`src/rtl/piso_pkg.sv`:
```
// Shared types and helpers for the parallel-in serial-out stage.
package piso_pkg;

    typedef enum logic [0:0] {IDLE, SHIFT} piso_state_e;

    function automatic int idx_width(input int depth);
        return (depth > 1) ? $clog2(depth) : 1;
    endfunction

endpackage

```
`src/rtl/piso_counter.sv`:
```
// Mod-depth_p element index counter with synchronous clear; wraps on terminal count only.
import piso_pkg::*;

module piso_counter #(
    parameter  int depth_p = 128,
    localparam int idx_w   = idx_width(depth_p)
) (
    input  logic             clk_i,
    input  logic             reset_ni,
    input  logic             clr_i,
    input  logic             en_i,
    output logic [idx_w-1:0] count_o,
    output logic             last_o
);

    logic [idx_w-1:0] count_q, count_d;

    assign last_o  = (count_q == idx_w'(depth_p - 1));
    assign count_o = count_q;

    always_comb begin
        count_d = count_q;
        if (clr_i) begin
            count_d = '0;
        end else if (en_i) begin
            count_d = last_o ? '0 : count_q + 1'b1;
        end
    end

    always_ff @(posedge clk_i) begin
        if (!reset_ni) begin
            count_q <= '0;
        end else begin
            count_q <= count_d;
        end
    end

endmodule

```
`src/rtl/piso.sv`:
```
// Parallel-in serial-out stage: one packed word in, depth_p elements out, lowest index first.
// Optional macro PISO_BACK2BACK_EN lets a new word load on the last element's handshake.
import piso_pkg::*;

module piso #(
    parameter int width_p = 8,
    parameter int depth_p = 128
) (
    input  logic                       clk_i,
    input  logic                       reset_ni,
    input  logic                       valid_i,
    input  logic [width_p*depth_p-1:0] data_i,
    output logic                       ready_o,
    output logic                       valid_o,
    output logic [width_p-1:0]         data_o,
    input  logic                       ready_i
);

    localparam int idx_w = idx_width(depth_p);

    piso_state_e                     state_q, state_d;
    logic [depth_p-1:0][width_p-1:0] buf_q, buf_d;
    logic [idx_w-1:0]                idx;
    logic                            last;
    logic                            load;
    logic                            shift_hs;

    piso_counter #(
        .depth_p (depth_p)
    ) u_counter (
        .clk_i    (clk_i),
        .reset_ni (reset_ni),
        .clr_i    (load),
        .en_i     (shift_hs),
        .count_o  (idx),
        .last_o   (last)
    );

    // Outputs are forced low while reset is asserted so nothing leaks mid-reset.
    always_comb begin
        ready_o = 1'b0;
        valid_o = 1'b0;
        if (reset_ni) begin
            if (state_q == IDLE) begin
                ready_o = 1'b1;
            end
`ifdef PISO_BACK2BACK_EN
            else begin
                ready_o = ready_i && last;
            end
`endif
            valid_o = (state_q == SHIFT);
        end
    end

    assign load     = valid_i && ready_o;
    assign shift_hs = valid_o && ready_i;
    assign data_o   = reset_ni ? buf_q[idx] : '0;

    always_comb begin
        state_d = state_q;
        buf_d   = buf_q;
        if (load) begin
            buf_d = data_i;
        end
        case (state_q)
            IDLE:    if (load) state_d = SHIFT;
            // A load coinciding with the last handshake keeps streaming the new word.
            SHIFT:   if (shift_hs && last && !load) state_d = IDLE;
            default: state_d = IDLE;
        endcase
    end

    always_ff @(posedge clk_i) begin
        if (!reset_ni) begin
            state_q <= IDLE;
            buf_q   <= '0;
        end else begin
            state_q <= state_d;
            buf_q   <= buf_d;
        end
    end

endmodule

```
`config.mk`:
```
export PLATFORM = sky130hd
export DESIGN_NAME = piso
export DESIGN_NICKNAME = d
export VERILOG_FILES = /design/src/rtl/piso_pkg.sv /design/src/rtl/piso_counter.sv /design/src/rtl/piso.sv
export SDC_FILE = /design/constraint.sdc
export NUM_CORES = 1
export LEC_CHECK = 0
export BUFFER_PORTS_ARGS = -buffer_cell sky130_fd_sc_hd__buf_2
export CORE_AREA = 3 3 401 403
export CTS_BUF_LIST = sky130_fd_sc_hd__clkbuf_4 sky130_fd_sc_hd__clkbuf_8
export DETAILED_ROUTE_END_ITERATION = 8
export DIE_AREA = 0 0 404 406
export PLACE_DENSITY = 0.49
export SYNTH_ARGS = -nofsm -noshare
export SYNTH_HDL_FRONTEND = slang
export SYNTH_HIERARCHICAL = 1
export SYNTH_SLANG_ARGS = --single-unit
```
`constraint.sdc`:
```
create_clock -name clk_i -period 2.8 [get_ports clk_i]
set_input_delay 0.28 -clock clk_i [delete_from_list [all_inputs] [get_ports clk_i]]
set_output_delay 0.28 -clock clk_i [all_outputs]
set_load 0.05 [all_outputs]
```
==> flow_metrics.py <==
metrics = {
    "status": {
        "outcome": "finished, violations left",
        "failed_checks": "negative setup slack",
    },
    "clock_tree": {
        "cts_htree_levels": 4,
        "clkTransAtPathRegs_ns": 0.07,
        "insertion_delay_to_the_later_sink_of_the_worst_skew_pair_ns": 0.92,
        "cts.path.max_buffers": 3,
        "cts.sink_count": 1032,
        "tritoncts_clock_tree": "yes",
        "cts_root_buf": "clkbuf_8",
        "cts_bufs_inserted": 187,
    },
    "grt": {
        "grt_pass1_wl_mm": 315,
        "number_of_antenna_violations_at_the_first_check_in_global_routing": 55,
        "grt_max_degree": 138,
        "overflow": 0,
        "first_global_vias": 49200,
        "grt_usage": 0.259,
    },
    "sta": {
        "period_minus_slack_ns": 3.86,
        "number_of_hold_violations_in_the_final_report": 0,
        "relSlewSlack": 0.423,
        "final.setup_skew_ns": 0.0564,
        "timing.final.max_slew_violations": 0,
        "grt_setup_unrepaired": "true",
        "tightestPinTransition_ns": 0.865,
        "setup_viol_count_final": 8,
        "final.setup.worst_slack_ns": -1.06,
        "sum_of_negative_setup_slack_ns": -7.32,
        "post-route-period-util": 1.38,
        "fmax_mhz": 259,
    },
    "logic_synthesis": {
        "async_reset_ff_frac": 0,
        "mappedNetlistNets": 6246,
        "synth_cell_types": 45,
        "netlist_instances": 5217,
        "synth_top_cells_by_area": "dfxtp_1 47%, nand2_1 18%, o21ai_0 12%",
        "synthesis.area_mm2": 0.0436,
        "synth_top_area_share": 0.474,
        "avgSynthCellArea_um2": 8.36,
        "yosysWarnings": 6,
        "yosys_most_used_dff": "dfxtp_1",
        "synth-seq-area-share": 0.474,
        "synth_edf_count": 0,
        "yosysTopAreaCell": "dfxtp_1",
        "flop_and_latch_count_out_of_synthesis": 1032,
    },
    "placement": {
        "placement.io_buffers": 1037,
        "gp_congestion": 0.889,
        "post_detail_place_hpwl_mm": 157,
    },
    "final_layout": {
        "seq_area_mm2": 0.0207,
        "fill_cells": 15100,
        "post_route_cells_drive_above_1_share": 0.270,
        "multi_input_comb_area_mm2": 0.0214,
        "finish.net_count": 8645,
        "area.growth.synth_to_final_pct": 63.0,
    },
    "worst_setup_path": {
        "crit_slowest_cell": "mux4_2",
        "regToRegSetupSlack_ns": 0.23,
        "timing.critical_path.fanout_max": 5,
        "worstPathArrival_ns": 3.58,
        "worst_ep_required_time_ns": 2.52,
        "crit_chain": "buf_12 > buf_16 > buf_6 > mux4_2 > mux2_4 > a32oi_1 > buf_4 > nand4_1 > a21oi_1 > buf_4 > a31oi_4 > buf_12",
        "timing.critical_path.to_type": "output port",
        "critical_path.startpoint_type": "register",
        "critical-path-max-stage-delay_ns": 0.57,
        "path_class": "register to output port",
    },
    "power_and_ir_drop": {
        "sequential_share_of_power": 0.427,
        "power-per-cell-area_mw_per_mm2": 548,
        "clock_power_share": 0.421,
        "share_comb_of_total_power": 0.152,
        "p_switching_mw": 10.6,
        "leakagePower_nw": 28.3,
        "totalPowerFinal_mw": 39.0,
        "switching_fraction_of_total_power": 0.272,
        "p_int_mw": 28.4,
        "power.ir.vdd_worst_mv": 0.413,
    },
    "floorplan": {
        "die_area_mm2": 0.164,
        "die_h_um": 406,
        "initial_utilization": 0.276,
        "coreArea_mm2": 0.158,
        "design.portCount": 1038,
        "placement_rows": 146,
        "die_w_um": 404,
    },
    "routing": {
        "drt_first_pass_iters": 6,
        "number_of_drc_markers_after_the_initial_detailed_route_iteration": 3434,
        "per_cell_routed_wire_length_um": 22.3,
        "post-route-drc-count": 0,
        "viasPerCell": 4.83,
        "postRouteAntennaNets": 0,
        "dr_total_vias": 47800,
        "overall_routed_net_length_mm": 220,
    },
    "flow_run": {
        "max_capacitance_violation_count": 0,
    },
    "hold_path": {
        "hold_class": "input port to register",
    },
}
-- per-layer routing --
layer | track usage | up-vias | part of all wire
li1 | - | 22500 | -
met1 | 0.311 | 22500 | 0.40
met2 | 0.420 | 2015 | 0.47
met3 | 0.0530 | 721 | 0.059
met4 | 0.170 | 24 | 0.070
met5 | 0 | - | 0.00072
-- power groups by stage --
stage / sequential [mW] / clock (mW) / combinational [mW]
2_1_floorplan: 16.6 / 0 / 2.20
3_3_place_gp: 16.9 / 0 / 4.16
3_5_place_dp: 16.9 / 0 / 4.21
4_1_cts: 16.6 / 16.8 / 5.80
5_1_grt: 16.7 / 17.4 / 6.40
6_report: 16.6 / 16.4 / 5.92
-- cells by family after synthesis --
family                   Yosys count  share of synthesized area
flip-flops                      1032                      0.474
XOR/XNOR                           4                   0.000803
adder cells (fa/ha/maj)            1                   0.000287
AO/OA/AOI/OAI                   1221                      0.149
multiplexers                     320                      0.134
AND/OR/NAND/NOR                 2195                      0.192
buffers and inverters            444                     0.0496
-- area by class of cell --
type / count / area share
diodes: 40 / 0.00141
inverters: 6 / 0.000317
well taps: 2072 / 0.0364
clock inverters: 53 / 0.00976
repair buffers: 2648 / 0.309
clock buffers: 292 / 0.0514
flip-flops and latches: 1032 / 0.291
multi-input cells: 3741 / 0.301
-- worst paths after layout --
kind / startpoint / end / cells past startpoint
hold reg to reg: buf_q[996]$_SDFFE_PN0P_ / buf_q[996]$_SDFFE_PN0P_ / 2
hold / removal: reset_ni / buf_q[868]$_SDFFE_PN0P_ / 4
setup / recovery: u_counter/count_o[0]$_SDFFE_PP0P_ / data_o[5] / 12
setup reg to reg: u_counter/count_o[0]$_SDFFE_PP0P_ / state_q$_SDFF_PN0_ / 12
-- worst max-delay path, delay by kind of cell, from the launching register on --
family,cells,cell delay [ns]
compound gates,3,0.43
buf+inv,6,0.90
flops,1,0.39
simple gates,1,0.08
mux,2,0.87
-- stage by stage --
step                std cells  hold slack (ns)  worst slack [ns]  utilization  area [um2]
finish                   9884           0.0899             -1.06        0.451       71100
global route             9876           0.0332             -1.21        0.451       71100
CTS                      9823        0.0000157             -1.18        0.447       70600
detailed placement       8211            0.449            -0.535        0.335       52900
global placement         8211            0.442            -0.525        0.335       52900
floorplan                5217            0.389             0.144            -       43600
-- timing repair --
action,4_1_cts,5_1_grt
gates cloned,8,1
hold endpoints to repair,1028,0
setup endpoints to repair,8,8
setup buffers,38,21
pin swaps,29,35
hold buffers,1226,0
gates resized for setup,122,52
-- state kept, by name, summed over array words and instances (netlist names) --
name	count
u_counter/count_o	7
state_q	1
buf_q	1024
-- placed cells by master, fill, tap and decap left out, types with 7 or more instances in the layout --
master         synthesis  routed
a21oi_1               30      21
a21oi_2                0       7
a22oi_1              119      67
a22oi_2                0      52
buf_12                 0      94
buf_16                 0       9
buf_2                 96    1028
buf_4                 80     256
buf_6                  9      25
bufinv_16              0      10
clkbuf_4               0      58
clkbuf_8               0     234
clkinv_2               0      26
dfxtp_1             1032    1028
diode_2                0      40
dlygate4sd3_1          0    1226
mux2i_1              106     102
mux4_2               212     212
nand2_1             2111    2098
nand2_2                0      12
nand3_1               21      16
nand4_1                8       8
nor2_1                20      15
o211ai_1              11      11
o21ai_0             1037    1033
-- Yosys cell counts, types with 4 or more instances --
library cell and count:
nand2_1 2111, o21ai_0 1037, dfxtp_1 1032, clkbuf_1 249
mux4_2 212, a22oi_1 119, mux2i_1 106, buf_2 96
buf_4 80, a21oi_1 30, nand3_1 21, nor2_1 20
o211ai_1 11, buf_6 9, nand4_1 8, and2_1 7
nor2b_1 7, nand2b_1 6, inv_1 5, o21a_1 5
o31ai_1 5, nor3b_1 4
(Power assumes the default switching activity.)
